$ cat src/rtl/accelerator_config_pkg.sv
// Shared widths, FSM state encoding and the FIFO word type for the
// burst fetcher.
package accelerator_config_pkg;

  localparam int ADDR_WIDTH = 8;
  localparam int DATA_WIDTH = 32;
  localparam int LEN_WIDTH  = 16;

  typedef enum logic [1:0] {
    FS_IDLE,
    FS_FETCH,
    FS_DRAIN,
    FS_DONE
  } fetch_state_e;

  typedef struct packed {
    logic [DATA_WIDTH-1:0] data;
    logic                  last;
  } fetch_word_t;

endpackage

$ cat src/rtl/dram_burst_fetcher_if.sv
// Command, memory and output-stream signals of the burst fetcher.
// master = fetcher side, slave = system/bench side.
interface dram_burst_fetcher_if #(
  parameter int ADDR_WIDTH = accelerator_config_pkg::ADDR_WIDTH,
  parameter int DATA_WIDTH = accelerator_config_pkg::DATA_WIDTH,
  parameter int LEN_WIDTH  = accelerator_config_pkg::LEN_WIDTH
);
  logic                  start;
  logic [ADDR_WIDTH-1:0] base_addr;
  logic [LEN_WIDTH-1:0]  len;
  logic                  busy;
  logic                  done;
  logic                  mem_we;
  logic [ADDR_WIDTH-1:0] mem_addr;
  logic [DATA_WIDTH-1:0] mem_din;
  logic [DATA_WIDTH-1:0] mem_dout;
  logic                  out_valid;
  logic                  out_ready;
  logic [DATA_WIDTH-1:0] out_data;
  logic                  out_last;
  logic [31:0]           stall_cycles;

  modport master (
    input  start, base_addr, len, mem_dout, out_ready,
    output busy, done, mem_we, mem_addr, mem_din,
           out_valid, out_data, out_last, stall_cycles
  );

  modport slave (
    output start, base_addr, len, mem_dout, out_ready,
    input  busy, done, mem_we, mem_addr, mem_din,
           out_valid, out_data, out_last, stall_cycles
  );
endinterface

$ cat src/rtl/fetch_fifo.sv
// Small synchronous FIFO of fetch_word_t entries with an occupancy count;
// the head entry is presented combinationally.
module fetch_fifo #(
  parameter int DEPTH = 2
) (
  input  logic                              clk,
  input  logic                              rst_n,
  input  logic                              push,
  input  accelerator_config_pkg::fetch_word_t push_word,
  input  logic                              pop,
  output accelerator_config_pkg::fetch_word_t head_word,
  output logic                              head_valid,
  output logic [$clog2(DEPTH+1)-1:0]        count
);
  import accelerator_config_pkg::*;

  localparam int AW = $clog2(DEPTH);
  localparam int CW = $clog2(DEPTH+1);

  fetch_word_t   mem_q [DEPTH];
  logic [AW-1:0] wr_ptr_q, wr_ptr_d;
  logic [AW-1:0] rd_ptr_q, rd_ptr_d;
  logic [CW-1:0] count_q, count_d;

  // NOTE: every variable gets a default first so no path leaves it unassigned (no latch).
  always_comb begin
    wr_ptr_d = wr_ptr_q;
    rd_ptr_d = rd_ptr_q;
    if (push) wr_ptr_d = (wr_ptr_q == AW'(DEPTH-1)) ? '0 : wr_ptr_q + 1'b1;
    if (pop)  rd_ptr_d = (rd_ptr_q == AW'(DEPTH-1)) ? '0 : rd_ptr_q + 1'b1;
    count_d = count_q + CW'(push) - CW'(pop);
  end

  // NOTE: state flops use non-blocking assignments so all regs update together at the edge.
  always_ff @(posedge clk or negedge rst_n) begin
    if (!rst_n) begin
      wr_ptr_q <= '0;
      rd_ptr_q <= '0;
      count_q  <= '0;
    end else begin
      wr_ptr_q <= wr_ptr_d;
      rd_ptr_q <= rd_ptr_d;
      count_q  <= count_d;
    end
  end

  // NOTE: storage is not reset; emptiness comes from count_q and stale entries are never read.
  always_ff @(posedge clk) begin
    if (push) mem_q[wr_ptr_q] <= push_word;
  end

  assign head_word  = mem_q[rd_ptr_q];
  assign head_valid = (count_q != '0);
  assign count      = count_q;

endmodule

$ cat src/rtl/dram_burst_fetcher.sv
// Burst read engine: issues len sequential reads to a 1-cycle-latency memory
// and streams the words out. Optional stall counter: FETCH_STALL_CNT_EN.
module dram_burst_fetcher #(
  parameter int ADDR_WIDTH = accelerator_config_pkg::ADDR_WIDTH,
  parameter int DATA_WIDTH = accelerator_config_pkg::DATA_WIDTH,
  parameter int LEN_WIDTH  = accelerator_config_pkg::LEN_WIDTH,
  parameter int FIFO_DEPTH = 2
) (
  input  logic             clk,
  input  logic             rst_n,
  dram_burst_fetcher_if.master bus
);
  import accelerator_config_pkg::*;

  localparam int CW = $clog2(FIFO_DEPTH+1);

  fetch_state_e          state_q, state_d;
  logic [ADDR_WIDTH-1:0] addr_q, addr_d;
  logic [LEN_WIDTH-1:0]  remain_q, remain_d;
  logic                  rd_pend_q, rd_pend_d;
  logic                  rd_last_q, rd_last_d;

  logic [CW-1:0] fifo_count;
  logic [CW:0]   occupancy;
  fetch_word_t   push_word, head_word;
  logic          head_valid, pop, issue, start_accept;

  assign pop          = head_valid & bus.out_ready;
  assign start_accept = (state_q == FS_IDLE) & bus.start;

  // Reserve a slot for every read still in the memory pipeline.
  assign occupancy = {1'b0, fifo_count} + (CW+1)'(rd_pend_q) - (CW+1)'(pop);
  assign issue     = (state_q == FS_FETCH) && (occupancy < (CW+1)'(FIFO_DEPTH));

  always_comb begin
    state_d   = state_q;
    addr_d    = addr_q;
    remain_d  = remain_q;
    rd_pend_d = issue;
    rd_last_d = issue && (remain_q == LEN_WIDTH'(1));
    unique case (state_q)
      FS_IDLE: if (bus.start) begin
        if (bus.len == '0) begin
          state_d = FS_DONE;
        end else begin
          state_d  = FS_FETCH;
          addr_d   = bus.base_addr;
          remain_d = bus.len;
        end
      end
      FS_FETCH: if (issue) begin
        remain_d = remain_q - 1'b1;
        if (remain_q == LEN_WIDTH'(1)) state_d = FS_DRAIN;
        else                           addr_d  = addr_q + 1'b1;
      end
      FS_DRAIN: if (pop && head_word.last) state_d = FS_DONE;
      FS_DONE:  state_d = FS_IDLE;
      default:  state_d = FS_IDLE;
    endcase
  end

  always_ff @(posedge clk or negedge rst_n) begin
    if (!rst_n) begin
      state_q   <= FS_IDLE;
      addr_q    <= '0;
      remain_q  <= '0;
      rd_pend_q <= 1'b0;
      rd_last_q <= 1'b0;
    end else begin
      state_q   <= state_d;
      addr_q    <= addr_d;
      remain_q  <= remain_d;
      rd_pend_q <= rd_pend_d;
      rd_last_q <= rd_last_d;
    end
  end

  // mem_dout belongs to the read issued last cycle.
  assign push_word = '{data: bus.mem_dout, last: rd_last_q};

  fetch_fifo #(.DEPTH(FIFO_DEPTH)) u_fifo (
    .clk       (clk),
    .rst_n     (rst_n),
    .push      (rd_pend_q),
    .push_word (push_word),
    .pop       (pop),
    .head_word (head_word),
    .head_valid(head_valid),
    .count     (fifo_count)
  );

  assign bus.out_valid = head_valid;
  assign bus.out_data  = head_valid ? head_word.data : {DATA_WIDTH{1'b0}};
  assign bus.out_last  = head_valid & head_word.last;
  assign bus.busy      = (state_q == FS_FETCH) || (state_q == FS_DRAIN);
  assign bus.done      = (state_q == FS_DONE);
  assign bus.mem_addr  = addr_q;
  assign bus.mem_we    = 1'b0;
  assign bus.mem_din   = {DATA_WIDTH{1'b0}};

`ifdef FETCH_STALL_CNT_EN
  logic [31:0] stall_q, stall_d;

  always_comb begin
    stall_d = stall_q;
    if (start_accept)                                     stall_d = '0;
    else if (head_valid && !bus.out_ready && stall_q != '1) stall_d = stall_q + 1'b1;
  end

  always_ff @(posedge clk or negedge rst_n) begin
    if (!rst_n) stall_q <= '0;
    else        stall_q <= stall_d;
  end

  assign bus.stall_cycles = stall_q;
`else
  assign bus.stall_cycles = 32'd0;
`endif

endmodule

$ cat src/flat_wrapper.sv
// flat-port wrapper written by rule: the top's interface ports become plain ports
module dram_burst_fetcher_flat import accelerator_config_pkg::*;
#(
  parameter int ADDR_WIDTH = accelerator_config_pkg::ADDR_WIDTH,
  parameter int DATA_WIDTH = accelerator_config_pkg::DATA_WIDTH,
  parameter int LEN_WIDTH  = accelerator_config_pkg::LEN_WIDTH,
  parameter int FIFO_DEPTH = 2
)
  (clk, rst_n, bus_start, bus_base_addr, bus_len, bus_mem_dout, bus_out_ready, bus_busy, bus_done, bus_mem_we, bus_mem_addr, bus_mem_din, bus_out_valid, bus_out_data, bus_out_last, bus_stall_cycles);
  dram_burst_fetcher_if #(.ADDR_WIDTH(ADDR_WIDTH), .DATA_WIDTH(DATA_WIDTH), .LEN_WIDTH(LEN_WIDTH)) bus_i ();
  input  logic clk;
  input  logic rst_n;
  input wire logic [$bits(bus_i.start)-1:0] bus_start;
  input wire logic [$bits(bus_i.base_addr)-1:0] bus_base_addr;
  input wire logic [$bits(bus_i.len)-1:0] bus_len;
  input wire logic [$bits(bus_i.mem_dout)-1:0] bus_mem_dout;
  input wire logic [$bits(bus_i.out_ready)-1:0] bus_out_ready;
  output wire logic [$bits(bus_i.busy)-1:0] bus_busy;
  output wire logic [$bits(bus_i.done)-1:0] bus_done;
  output wire logic [$bits(bus_i.mem_we)-1:0] bus_mem_we;
  output wire logic [$bits(bus_i.mem_addr)-1:0] bus_mem_addr;
  output wire logic [$bits(bus_i.mem_din)-1:0] bus_mem_din;
  output wire logic [$bits(bus_i.out_valid)-1:0] bus_out_valid;
  output wire logic [$bits(bus_i.out_data)-1:0] bus_out_data;
  output wire logic [$bits(bus_i.out_last)-1:0] bus_out_last;
  output wire logic [$bits(bus_i.stall_cycles)-1:0] bus_stall_cycles;
  assign bus_i.start = bus_start;
  assign bus_i.base_addr = bus_base_addr;
  assign bus_i.len = bus_len;
  assign bus_i.mem_dout = bus_mem_dout;
  assign bus_i.out_ready = bus_out_ready;
  assign bus_busy = bus_i.busy;
  assign bus_done = bus_i.done;
  assign bus_mem_we = bus_i.mem_we;
  assign bus_mem_addr = bus_i.mem_addr;
  assign bus_mem_din = bus_i.mem_din;
  assign bus_out_valid = bus_i.out_valid;
  assign bus_out_data = bus_i.out_data;
  assign bus_out_last = bus_i.out_last;
  assign bus_stall_cycles = bus_i.stall_cycles;
  dram_burst_fetcher #(.ADDR_WIDTH(ADDR_WIDTH), .DATA_WIDTH(DATA_WIDTH), .LEN_WIDTH(LEN_WIDTH), .FIFO_DEPTH(FIFO_DEPTH)) u_core (.clk(clk), .rst_n(rst_n), .bus(bus_i));
endmodule
$ cat config.mk
export PLATFORM = sky130hd
export DESIGN_NAME = dram_burst_fetcher_flat
export DESIGN_NICKNAME = d
export VERILOG_FILES = /design/src/rtl/accelerator_config_pkg.sv /design/src/rtl/dram_burst_fetcher_if.sv /design/src/rtl/fetch_fifo.sv /design/src/rtl/dram_burst_fetcher.sv /design/src/flat_wrapper.sv
export SDC_FILE = /design/constraint.sdc
export NUM_CORES = 1
export LEC_CHECK = 0
export ABC_AREA = 1
export BUFFER_PORTS_ARGS = -buffer_cell sky130_fd_sc_hd__buf_4
export CAP_MARGIN = 15
export CORE_AREA = 2 2 163 101
export DETAILED_ROUTE_END_ITERATION = 12
export DIE_AREA = 0 0 165 103
export PLACE_DENSITY = 0.64
export SLEW_MARGIN = 20
export SYNTH_ARGS = -nofsm -noshare
export SYNTH_HDL_FRONTEND = slang
export SYNTH_SLANG_ARGS = --single-unit
$ cat constraint.sdc
create_clock -name clk -period 3.7 [get_ports clk]
set_input_delay 0.185 -clock clk [delete_from_list [all_inputs] [get_ports clk]]
set_output_delay 0.185 -clock clk [all_outputs]
set_load 0.02 [all_outputs]
==> impl_metrics.ini, run 1 <==
[timing]
final.setup.tns_ns = 0
timing.fmax_ghz = 0.3512
skew_ns = 0.006674
setup_viol = 0
post-route-min-period_ns = 2.848
rsz0062_at_grt = false
slew_viol_final = 0
relSlewSlack_pct = 32.46
timing.final.crit_share_pct = 76.96
setup_slack_ns = 0.8524
tightest_slew_ns = 1.011
hold_violations = 0

[worst_setup_path]
setup.worst_path.end_class = register
cp.required_ns = 3.98
start_kind = register
rrSetupSlack_ns = 0.85
critPathKind = register to register
cp-startpoint = u_core.u_fifo.count[1]
arrival_ns = 3.13
reg2reg_depth = 14
crit_end = u_core.remain_q[15]
reg2reg_to = u_core.remain_q[15]
reg2reg_from = u_core.u_fifo.count[1]
critPathMaxFanout = 22

[status]
status = completed

[place]
place_ws_ns = 0.8629
port_buffers = 103
dp_hpwl_um = 8605
place.gp.congestion = 0.8878

[logic_synthesis]
synth_area_sq_mm = 0.005346
synth_compound_area_share_pct = 4.985
synthXorXnorAreaFrac_pct = 0.4915
synth_area_leaders = edfxtp_1 (37%), dfrtp_1 (15%), nand2_1 (15%), buf_4 (9.1%), nand3_1 (4.1%)
yosysTopAreaCell = edfxtp_1
yosysUniqueCellTypes = 30
seq_area_frac_synth_pct = 52.05
yosys.area_share.simple_pct = 25.46
synthAdderAreaFrac_pct = 2.715
synth-seq-cells = 98
synth_top_area_share_pct = 37.07
yosysWarningCount = 0
syn_inst = 615
synth.avg_cell_area_sq_um = 8.693
yosys-mux-area-fraction_pct = 0
synth_top_family_by_area = simple AND/OR/NAND/NOR gates

[floorplanning]
row_count = 36
core_sq_mm = 0.01572
die_y_um = 103
io_pins = 169
die_area_sq_mm = 0.01700
initial_core_util_pct = 34.01
die_width_um = 165

[cells_and_area]
fillers = 1597
nNetsFinal = 786
syn_to_final_growth_pct = 19.31
drive_above_1_share_pct = 20.97
antenna_cells = 0

[global_routing]
gr-total-overflow = 0
antenna_found_initial = 0
track_usage_pct = 14.30
grt_pass1_wl_um = 18680
grt_pass1_vias = 3610
grt_max_degree = 36

[min_path]
min_path_type = input pin to register

[clock_network]
cts_setup_buffers = 0
ctsRootBufferMaster = clkbuf_16
cts_sinks = 98
htree_levels = 3
numCtsBuffers = 9
clk_pin_slew_ns = 0.07
cts_buffer_depth = 2
cts_tree = done
clk_latency_ns = 0.34

[pwr]
ir_drop_mv = 0.2803
cellPowerDensity_mw_per_mm2 = 819.4
total_leakage_power_nw = 3.013

[routing]
drt-total-wl_um = 11970
drc = 0
dr.pass1.iters = 5
drt_iter0_drc = 266
ant_nets = 0
wl_per_cell_um = 12.89
vias_per_cell = 4.291
vias = 3986

[job]
maxCapViolations = 0
[timing repair]
| action | 4_1_cts | 5_1_grt |
|---|---|---|
| gates resized for setup | 0 | 0 |
| endpoints found under the hold margin | 32 | 0 |
| hold buffers | 1 | 0 |
[synth_stat cells]
cell type and n:
nand2_1 208, edfxtp_1 66, buf_4 65, inv_1 44, nand3_1 44, nor2_1 41
a21oi_1 34, dfrtp_1 32, clkbuf_1 13, o21ai_0 11, ha_1 10, or2_2 10
nor2_2 5, o21ai_1 4, buf_6 3, inv_2 3, nand2_2 3, xor2_1 3
buf_2 2, nand3_2 2, nand4_1 2, nor2_4 2, a21boi_1 1, a21o_1 1
buf_1 1, conb_1 1, fa_1 1, nand3_4 1, nand4_4 1, o22ai_1 1
[flip-flops by register name (all words and copies together) (netlist names)]
signal and flops:
u_core.u_fifo.mem_q 66, u_core.remain_q 16, u_core.bus.mem_addr 8, u_core.state_q 2, u_core.u_fifo.count 2, u_core.rd_last_q 1, u_core.rd_pend_q 1, u_core.u_fifo.rd_ptr_q 1
u_core.u_fifo.wr_ptr_q 1
[routing by layer]
| metal | vias up | wire length [um] | GRT usage (%) |
|---|---|---|---|
| met5 | - | 0 | 0 |
| met4 | 0 | 99 | 3.612 |
| met3 | 8 | 581 | 2.776 |
| met2 | 103 | 5070 | 20.87 |
| met1 | 1827 | 6223 | 21.65 |
| li1 | 2048 | - | - |
[cells by family (layout without fill, tap and decap cells)]
kind of cell               Yosys count  count (layout)
buffers and inverters              131             172
AOI/OAI and AO/OA                   52              52
other                                1              65
adders and majority gates           11              11
xor gates and xnor gates             3               3
DFF                                 98              98
and+or+nand+nor                    319             319
[worst min path at each step]
| stage | startpoint | end | slack (ns) | cells past startpoint |
|---|---|---|---|---|
| after floorplan | rst_n | u_core.bus.mem_addr[0] | -0.11 | 0 |
| after global placement | rst_n | u_core.remain_q[6] | 0.16 | 1 |
| final | bus_mem_dout[10] | u_core.u_fifo.mem_q[1][11] | 0.02 | 1 |
| after global routing | bus_mem_dout[7] | u_core.u_fifo.mem_q[1][8] | 0.005 | 1 |
| after CTS | bus_mem_dout[10] | u_core.u_fifo.mem_q[1][11] | 0.006 | 1 |
| after detailed placement | rst_n | u_core.remain_q[6] | 0.17 | 1 |
[worst max-delay path: stages (launching register included)]
cell	delay, ns
dfrtp_1	0.42
nor2_2	0.13
nor2_1	0.09
ha_1	0.28
inv_1	0.03
ha_1	0.18
fa_1	0.46
inv_1	0.08
nand3_2	0.10
nand2_2	0.08
nand3_2	0.09
nor2_4	0.43
buf_4	0.26
nand3_1	0.08
nand2_1	0.06
[report_power, final]
group / total, mW / leakage, nW / internal [mW] / switching (mW)
combinational: 2.68 / 1.88 / 0.926 / 1.75
sequential: 1.64 / 0.997 / 1.43 / 0.216
clock: 0.909 / 0.141 / 0.473 / 0.436
total: 5.23 / 3.01 / 2.82 / 2.40
[through the flow]
step | cells | utilization, % | power [mW] | hold WS, ns | cell area (sq um)
2_1_floorplan | 679 | - | 3.534 | -0.1106 | 5587
3_3_place_gp | 912 | 38.69 | 4.341 | 0.1644 | 6082
3_5_place_dp | 912 | 38.69 | 4.368 | 0.1667 | 6082
4_1_cts | 929 | 40.58 | 5.291 | 0.006412 | 6379
5_1_grt | 929 | 40.58 | 5.658 | 0.005437 | 6379
6_report | 929 | 40.58 | 5.227 | 0.02076 | 6379
[layout make-up]
class / count / area (sq um) / share of cell area [%]
clock buffer: 10 / 229.0 / 3.590
clock inverter: 6 / 57.56 / 0.9023
inverter: 47 / 176.4 / 2.766
multi-input combinational: 450 / 2051 / 32.15
sequential: 98 / 2783 / 43.62
tap: 209 / 261.5 / 4.100
timing repair buffer: 109 / 820.8 / 12.87
[cells in the final DEF (no fill, tap or decap), types with 2 or more instances in the layout]
master	netlist	layout
nand3_2	2	2
o21ai_1	4	4
nor2_4	2	3
clkinv_4	0	2
o21ai_0	11	11
a21oi_1	34	34
nor2_2	5	5
inv_8	0	2
or2_2	10	10
dfrtp_1	32	32
conb_1	1	65
nand2_2	3	3
inv_2	3	3
xor2_1	3	3
nand4_1	2	2
inv_6	0	2
nand2_1	208	208
edfxtp_1	66	66
inv_1	44	44
buf_4	65	108
nand3_1	44	44
clkbuf_16	0	9
nor2_1	41	40
ha_1	10	10
Power figures use the tool's default switching activity.
==> inputs of run 2 (changes only) <==
clock period = 3 ns   (was 3.7 ns; I/O delays follow)
==> run 2 against run 1 <==
Net effect:
- clock power is 21% higher
- fmax is 3.9% higher
- via count is 3.2% higher
- critical path type unchanged
- first-iteration DRC count is 12% lower
- worst hold slack better by 0.10 ns
- clock skew is 0.0011 ns higher
- sequential power is 24% higher
- wire length is 4.7% higher
==> impl_metrics.ini, run 2 (synthesis results as in run 1) <==
[clock_network]
cts_setup_buffers = 0
htree_levels = 3
cts_buffer_depth = 2
ctsRootBufferMaster = clkbuf_16
numCtsBuffers = 9
clk_latency_ns = 0.34
clk_pin_slew_ns = 0.07
cts_sinks = 98
cts_tree = done

[worst_setup_path]
reg2reg_depth = 14
start_kind = register
worst-path-stages = 14
critPathTopFamily = simple AND/OR/NAND/NOR gates
setup.worst_path.end_class = register
critPathMaxFanout = 16
crit_buf_inv = 3
arrival_ns = 2.97
cp.required_ns = 3.23
slowest_delay_ns = 0.45
critPathKind = register to register
cp_slowest_cell = fa_1
cp_cell_sequence = nor2_2 > nor2_1 > ha_1 > inv_1 > ha_1 > fa_1 > inv_1 > nand3_2 > nand2_2 > nand3_2 > nor2_4 > inv_2 > nand2_1 > nand2_1

[routing]
dr.max_layer_used = met4
ant_nets = 0
drt_iter0_drc = 233
vias_per_cell = 4.277
vias = 4114
wl_per_cell_um = 13.03
drc = 0
met2_wirelength_um = 5497
dr.pass1.iters = 5
met1_length_um = 6214
drt-total-wl_um = 12540
wl_met3_um = 699

[cells_and_area]
multiInputGateArea_sq_mm = 0.002051
nNetsFinal = 819
postLayoutCellArea_sq_mm = 0.006714
final_cells = 962
max_flop_register = u_core.u_fifo.mem_q
final_cell_mix = nand2_1 (208), buf_4 (108), edfxtp_1 (66)
antenna_cells = 0
seqCellArea_sq_mm = 0.002783
syn_to_final_growth_pct = 25.58
largest_register_ffs = 66
final_common_cell = nand2_1
drive_above_1_share_pct = 20.19
fillers = 1542

[floorplanning]
core_sq_mm = 0.01572
initial_core_util_pct = 34.01
die_y_um = 103
row_count = 36
die_area_sq_mm = 0.01700
io_pins = 169
die_width_um = 165

[place]
placed_cells = 913
dp_hpwl_um = 8558
port_buffers = 103
place_ws_ns = 0.2360
place.gp.congestion = 0.8573
place_area_sq_mm = 0.006102

[min_path]
min_path_type = input pin to register
hold_depth = 5

[job]
maxCapViolations = 0

[global_routing]
grt_max_degree = 35
grt_pass1_wl_um = 19730
antenna_found_initial = 0
gr-total-overflow = 0
grt_pass1_vias = 3795
track_usage_pct = 15.15

[timing]
slew_viol_final = 0
holdWs_ns = 0.1212
rsz0062_at_grt = false
timing.fmax_ghz = 0.3650
post-route-min-period_ns = 2.740
final.setup.tns_ns = 0
timing.final.crit_share_pct = 91.33
setup_viol = 0
relSlewSlack_pct = 51.88
tightest_slew_ns = 0.7209
setup_slack_ns = 0.2602
hold_violations = 0
skew_ns = 0.007728

[pwr]
cellPowerDensity_mw_per_mm2 = 970.5
total_leakage_power_nw = 3.155
ir_drop_mv = 0.4396

[status]
status = completed
## run 2: metrics by stage
| stage | util [%] | total power [mW] |
|---|---|---|
| 2_1_floorplan | - | 4.358 |
| 3_3_place_gp | 38.82 | 5.383 |
| 3_5_place_dp | 38.82 | 5.415 |
| 4_1_cts | 42.71 | 6.574 |
| 5_1_grt | 42.71 | 7.082 |
| 6_report | 42.71 | 6.516 |
## run 2: worst reg2reg max path: stages (launching register included)
cell     delay (ns)
dfrtp_1        0.42
nor2_2         0.14
nor2_1         0.09
ha_1           0.28
inv_1          0.04
ha_1           0.18
fa_1           0.45
inv_1          0.08
nand3_2        0.10
nand2_2        0.08
nand3_2        0.10
nor2_4         0.35
inv_2          0.18
nand2_1        0.10
nand2_1        0.05
## run 2: power breakdown
group / leakage [nW] / internal, mW / total (mW) / switching [mW]
registers: 0.997 / 1.76 / 2.03 / 0.271
clock network: 0.139 / 0.575 / 1.10 / 0.522
logic: 2.02 / 1.20 / 3.39 / 2.19
total: 3.15 / 3.53 / 6.52 / 2.99
## run 2: area by class of cell
cell class / instances / share of cell area [%]
Tap cell: 209 / 3.895
Clock buffer: 9 / 3.354
Multi-Input combinational cell: 450 / 30.54
Timing Repair Buffer: 142 / 17.29
Sequential cell: 98 / 41.45
Inverter: 47 / 2.628
Clock inverter: 7 / 0.8386
## run 2: routing by layer
metal	global-route usage [%]	vias to the layer above
met5	0	-
met4	3.813	0
met3	3.017	9
met2	22.60	112
met1	22.51	1884
li1	-	2109
## run 2: final timing paths
kind                                             end  slack (ns)              startpoint
max in group asynchronous     u_core.bus.mem_addr[7]        2.39                   rst_n
min in group asynchronous        u_core.remain_q[12]        0.29                   rst_n
setup / recovery                  u_core.remain_q[9]        0.26  u_core.u_fifo.count[1]
hold / removal                   u_core.remain_q[10]        0.12             bus_len[10]
setup reg to reg                  u_core.remain_q[9]        0.26  u_core.u_fifo.count[1]
hold reg to reg            u_core.u_fifo.mem_q[1][0]        0.46        u_core.rd_last_q
## run 2: repair_timing
action	in CTS	in global routing
gates resized for setup	0	0
hold buffers	33	0
hold endpoints to repair	96	0
setup endpoints to repair	0	1
